**config.mk**
```make
export PLATFORM = sky130hd
export DESIGN_NAME = popcount_arbiter
export DESIGN_NICKNAME = d
export VERILOG_FILES = /design/src/rtl/popcount_arbiter.sv
export SDC_FILE = /design/constraint.sdc
export NUM_CORES = 1
export LEC_CHECK = 0
export ABC_AREA = 0
export CORE_ASPECT_RATIO = 0.8
export CORE_MARGIN = 8
export CORE_UTILIZATION = 40
export DETAILED_ROUTE_END_ITERATION = 10
export DONT_BUFFER_PORTS = 1
export PLACE_DENSITY_LB_ADDON = 0.1
export SYNTH_ARGS = -nofsm -noshare
export SYNTH_HDL_FRONTEND = slang
export SYNTH_SLANG_ARGS = --single-unit
```
**constraint.sdc**
```tcl
create_clock -name clk -period 11.8 [get_ports clk]
set_input_delay 2.36 -clock clk [delete_from_list [all_inputs] [get_ports clk]]
set_output_delay 2.36 -clock clk [all_outputs]
set_load 0.01 [all_outputs]
```
**src/rtl/popcount_arbiter.sv**
```systemverilog
// Round-robin arbiter that funnels NUM_REQ requesters into one shared popcount
// datapath, with a single registered response slot that streams at one word per cycle.
module popcount_arbiter #(
    parameter int unsigned INPUTBITWIDTH  = 16,
    parameter int unsigned NUM_REQ        = 4,
    parameter int unsigned OUTPUTBITWIDTH = $clog2(INPUTBITWIDTH),
    parameter int unsigned IDWIDTH        = $clog2(NUM_REQ)
) (
    input  logic                               clk,
    input  logic                               rst,
    input  logic [NUM_REQ-1:0]                 req_valid,
    input  logic [NUM_REQ*INPUTBITWIDTH-1:0]   req_data,
    output logic [NUM_REQ-1:0]                 req_ready,
    output logic                               rsp_valid,
    input  logic                               rsp_ready,
    output logic [IDWIDTH-1:0]                 rsp_id,
    output logic [OUTPUTBITWIDTH-1:0]          rsp_count,
    output logic                               rsp_carry
);

    localparam int unsigned CW = OUTPUTBITWIDTH + 1;

    logic                       rsp_valid_q, rsp_valid_d;
    logic [IDWIDTH-1:0]         rsp_id_q, rsp_id_d;
    logic [CW-1:0]              rsp_sum_q, rsp_sum_d;
    logic [IDWIDTH-1:0]         last_grant_q, last_grant_d;

    logic                       slot_free_c;
    logic                       sel_found_c;
    logic [IDWIDTH-1:0]         sel_c;
    logic [INPUTBITWIDTH-1:0]   word_c;
    logic [CW-1:0]              pop_c;
    logic                       accept_c;

    assign slot_free_c = !rsp_valid_q || rsp_ready;

    // Round-robin search starting one past the last accepted requester.
    always_comb begin
        logic [IDWIDTH-1:0] cand;
        sel_found_c = 1'b0;
        sel_c       = '0;
        cand        = '0;
        for (int unsigned off = 1; off <= NUM_REQ; off++) begin
            cand = IDWIDTH'((32'(last_grant_q) + off) % NUM_REQ);
            if (!sel_found_c && req_valid[cand]) begin
                sel_found_c = 1'b1;
                sel_c       = cand;
            end
        end
    end

    // Grant is withheld during reset and whenever the response slot is occupied.
    always_comb begin
        req_ready = '0;
        if (sel_found_c && slot_free_c && !rst) begin
            req_ready[sel_c] = 1'b1;
        end
    end

    assign accept_c = |(req_valid & req_ready);

    // Shared datapath: one word mux followed by one popcount.
    always_comb begin
        word_c = '0;
        for (int unsigned i = 0; i < NUM_REQ; i++) begin
            if (sel_c == IDWIDTH'(i)) begin
                word_c = req_data[i*INPUTBITWIDTH +: INPUTBITWIDTH];
            end
        end
    end

    always_comb begin
        pop_c = '0;
        for (int unsigned b = 0; b < INPUTBITWIDTH; b++) begin
            pop_c = pop_c + CW'(word_c[b]);
        end
    end

    // Next state of the response slot and the round-robin pointer.
    always_comb begin
        rsp_valid_d  = rsp_valid_q;
        rsp_id_d     = rsp_id_q;
        rsp_sum_d    = rsp_sum_q;
        last_grant_d = last_grant_q;
        if (accept_c) begin
            rsp_valid_d  = 1'b1;
            rsp_id_d     = sel_c;
            rsp_sum_d    = pop_c;
            last_grant_d = sel_c;
        end else if (rsp_ready) begin
            rsp_valid_d  = 1'b0;
        end
    end

    always_ff @(posedge clk) begin
        if (rst) begin
            rsp_valid_q  <= 1'b0;
            rsp_id_q     <= '0;
            rsp_sum_q    <= '0;
            last_grant_q <= IDWIDTH'(NUM_REQ - 1);
        end else begin
            rsp_valid_q  <= rsp_valid_d;
            rsp_id_q     <= rsp_id_d;
            rsp_sum_q    <= rsp_sum_d;
            last_grant_q <= last_grant_d;
        end
    end

    assign rsp_valid = rsp_valid_q;
    assign rsp_id    = rsp_id_q;
    assign rsp_count = rsp_sum_q[OUTPUTBITWIDTH-1:0];
    assign rsp_carry = rsp_sum_q[OUTPUTBITWIDTH];

endmodule
```
==> impl_metrics.py <==
metrics = {
    "global_routing": {
        "antenna_found_initial": 0,
        "track_usage_pct": 14.0,
        "grt_pass1_wl_um": 8220,
        "grt-ovfl-total": 0,
        "grt_pass1_vias": 1572,
        "grt_max_degree": 51,
    },
    "cells_and_area": {
        "layout-drive-gt1-share_pct": 15.7,
        "nFillCells": 485,
        "final_cells": 257,
        "synthToLayoutAreaGrowth_pct": -3.99,
        "fin_nets": 284,
        "diodes": 0,
    },
    "clock_network": {
        "clock_sinks": 10,
        "clk_latency_ns": 0.23,
        "cts_buffers": 3,
        "ctsHoldBuffers": 0,
        "cts_tree": "done",
        "cts_setup_buffers": 0,
        "cts_root_buf": "clkbuf_8",
        "clock_path_buffers": 2,
        "htree_levels": 1,
        "clk_pin_slew_worst_paths_ns": 0.05,
        "cts_resized": 0,
    },
    "logic_synthesis": {
        "synth_edf_count": 0,
        "synthesis.nets": 300,
        "yosysSeqAreaShare_pct": 10.7,
        "synth_area_leader_cell": "a21boi_0",
        "netlist_top_cells_area": "a21boi_0, dfxtp_1, fa_1, o32ai_1, o32ai_2",
        "avgSynthCellArea_um2": 8.78,
        "ys_warn_count": 0,
        "ys_types": 49,
        "synth_commonest_cells": "a21boi_0, nand2_1, o32ai_1, inv_1",
        "synth_ff_type": "dfxtp_1",
        "postSynth.asyncResetShare_pct": 0,
        "syn_inst": 214,
        "syn_area_mm2": 0.00188,
        "yosysMostFrequentCell": "a21boi_0",
        "ys_seq_elements": 10,
        "synth_top_area_share_pct": 12.4,
    },
    "placed_design": {
        "dp_cells": 253,
        "portBuffers": 0,
        "gp_congestion": 0.887,
        "dpl_worst_slack_ns": 4.26,
        "dp_hpwl_um": 4260,
    },
    "critical_path": {
        "cp_slowest_stage_delay_ns": 0.75,
        "timing.rr.start": "last_grant_q[1]",
        "cp_max_fo": 19,
        "cp.arrival_ns": 7.45,
        "worst_path_max_delay_cell": "or2_1",
        "cp-startpoint": "req_valid[0]",
        "path_cells": "nand2b_1, a21oi_2, or2_1, o32ai_1, fa_1, inv_1, fa_1, inv_1, fa_1, fa_1, inv_1, ha_1, inv_1, fa_1, nor2b_1, o211ai_1, a21oi_1",
        "crit_required_ns": 11.96,
        "crit_type": "primary input to register",
        "worstSetupStartpointType": "primary input",
        "crit_top_cell": "fa_1",
        "cp-end-kind": "register",
    },
    "floorplanning": {
        "start_util_pct": 41.4,
        "rows": 22,
        "die_area_mm2": 0.00716,
        "ios": 83,
        "die_x_um": 92.6,
        "core_mm2": 0.00454,
        "die_y_um": 77.3,
    },
    "sta": {
        "period_minus_slack_ns": 7.29,
        "timing.final.hold_violations": 0,
        "slew_violations": 0,
        "worst_slack_ns": 4.51,
        "rsz0062_at_grt": "no",
        "finClkSkew_ns": 0.000444,
        "slew_headroom_pct": 38.9,
        "fmax_mhz": 137,
        "timing.final.crit_share_pct": 61.8,
        "worstMarginPinSlew_ns": 0.911,
        "tns_ns": 0,
        "setup_violations": 0,
    },
    "job": {
        "drv_cap": 0,
    },
    "hold_path": {
        "hold_class": "register to register",
        "worstHoldStart": "rsp_sum_q[0]",
    },
    "pwr": {
        "ir_worst_vdd_mv": 0.217,
        "power_leakage_nw": 0.723,
        "power.density_mw_per_mm2": 270,
    },
    "routing": {
        "wl_per_cell_um": 20.3,
        "via_per_inst": 6.09,
        "vias": 1566,
        "final_antenna_net_count": 0,
        "dr.pass1.iters": 4,
        "drt_wl_total_um": 5210,
        "drc": 0,
        "initialDrtViolationCount": 40,
    },
    "run_status": {
        "status": "finished, final reports clean",
    },
}
==> cell usage in the layout (no fill, tap or decap), types with 2 or more instances in the layout <==
cell type / n
inv_1: 15
o32ai_2: 9
a21oi_1: 6
a21boi_0: 31
o32ai_1: 17
nor4_2: 2
clkbuf_8: 4
fa_1: 10
or2_1: 3
nor4_1: 2
nand2_1: 25
dfxtp_1: 10
nor2_1: 6
o32a_1: 6
nand2b_1: 2
a21boi_1: 2
and3_2: 7
nor3_1: 3
ha_1: 5
buf_4: 2
and3_1: 10
==> final timing paths <==
check | cells past startpoint | end | slack (ns)
worst max-delay path | 17 | rsp_sum_q[4] | 4.51
worst min register to register | 2 | rsp_sum_q[0] | 0.50
worst min-delay path | 2 | rsp_sum_q[0] | 0.50
worst max register to register | 17 | rsp_sum_q[4] | 6.23
==> report_power, final <==
group          internal (mW)  total, mW  switching, mW
Sequential            0.0439     0.0537        0.00974
Combinational          0.182      0.391          0.209
Clock                 0.0293     0.0425         0.0132
==> state kept, by name (all words and copies together), names as in the netlist <==
| name | cells |
|---|---|
| rsp_valid | 1 |
| rsp_id | 2 |
| rsp_sum_q | 5 |
| last_grant_q | 2 |
==> kinds of logic after synthesis <==
family	share of synthesized area [%]
AOI/OAI and AO/OA	39.9
xor gates and xnor gates	0.932
adders and majority gates	14.0
buffers and inverters	14.7
DFF	10.7
muxes	1.20
and+or+nand+nor	18.6
==> final cells by class <==
type,count,area (um^2),share of cell area (%)
timing repair buffer,2,15.0,0.832
sequential,10,200,11.1
tap,60,75.1,4.16
clock buffer,4,55.1,3.05
inverter,15,56.3,3.12
multi-input combinational,166,1400,77.7
==> critical path, delay by kind of cell <==
family,cells,cell delay (ns)
adder cells (fa/ha/maj),6,2.60
AND/OR/NAND/NOR,3,1.06
AO/OA/AOI/OAI,4,1.19
buffers and inverters,4,0.22
==> metrics by stage <==
stage / util [%] / instance area (um^2) / power [mW] / hold WS [ns]
after floorplan: - / 1880 / 0.378 / 0.476
after global placement: 38.5 / 1750 / 0.439 / 0.498
after detailed placement: 38.5 / 1750 / 0.447 / 0.496
after CTS: 39.7 / 1800 / 0.496 / 0.502
after global routing: 39.7 / 1800 / 0.555 / 0.521
final: 39.7 / 1800 / 0.487 / 0.501
==> routing by layer <==
layer | track usage [%] | vias up | wire length (um)
met3 | 3.70 | 6 | 284
met5 | 0 | - | 0
li1 | - | 768 | -
met1 | 17.5 | 747 | 2390
met4 | 3.37 | 0 | 59
met2 | 23.1 | 45 | 2480
(Power assumes the default switching activity.)
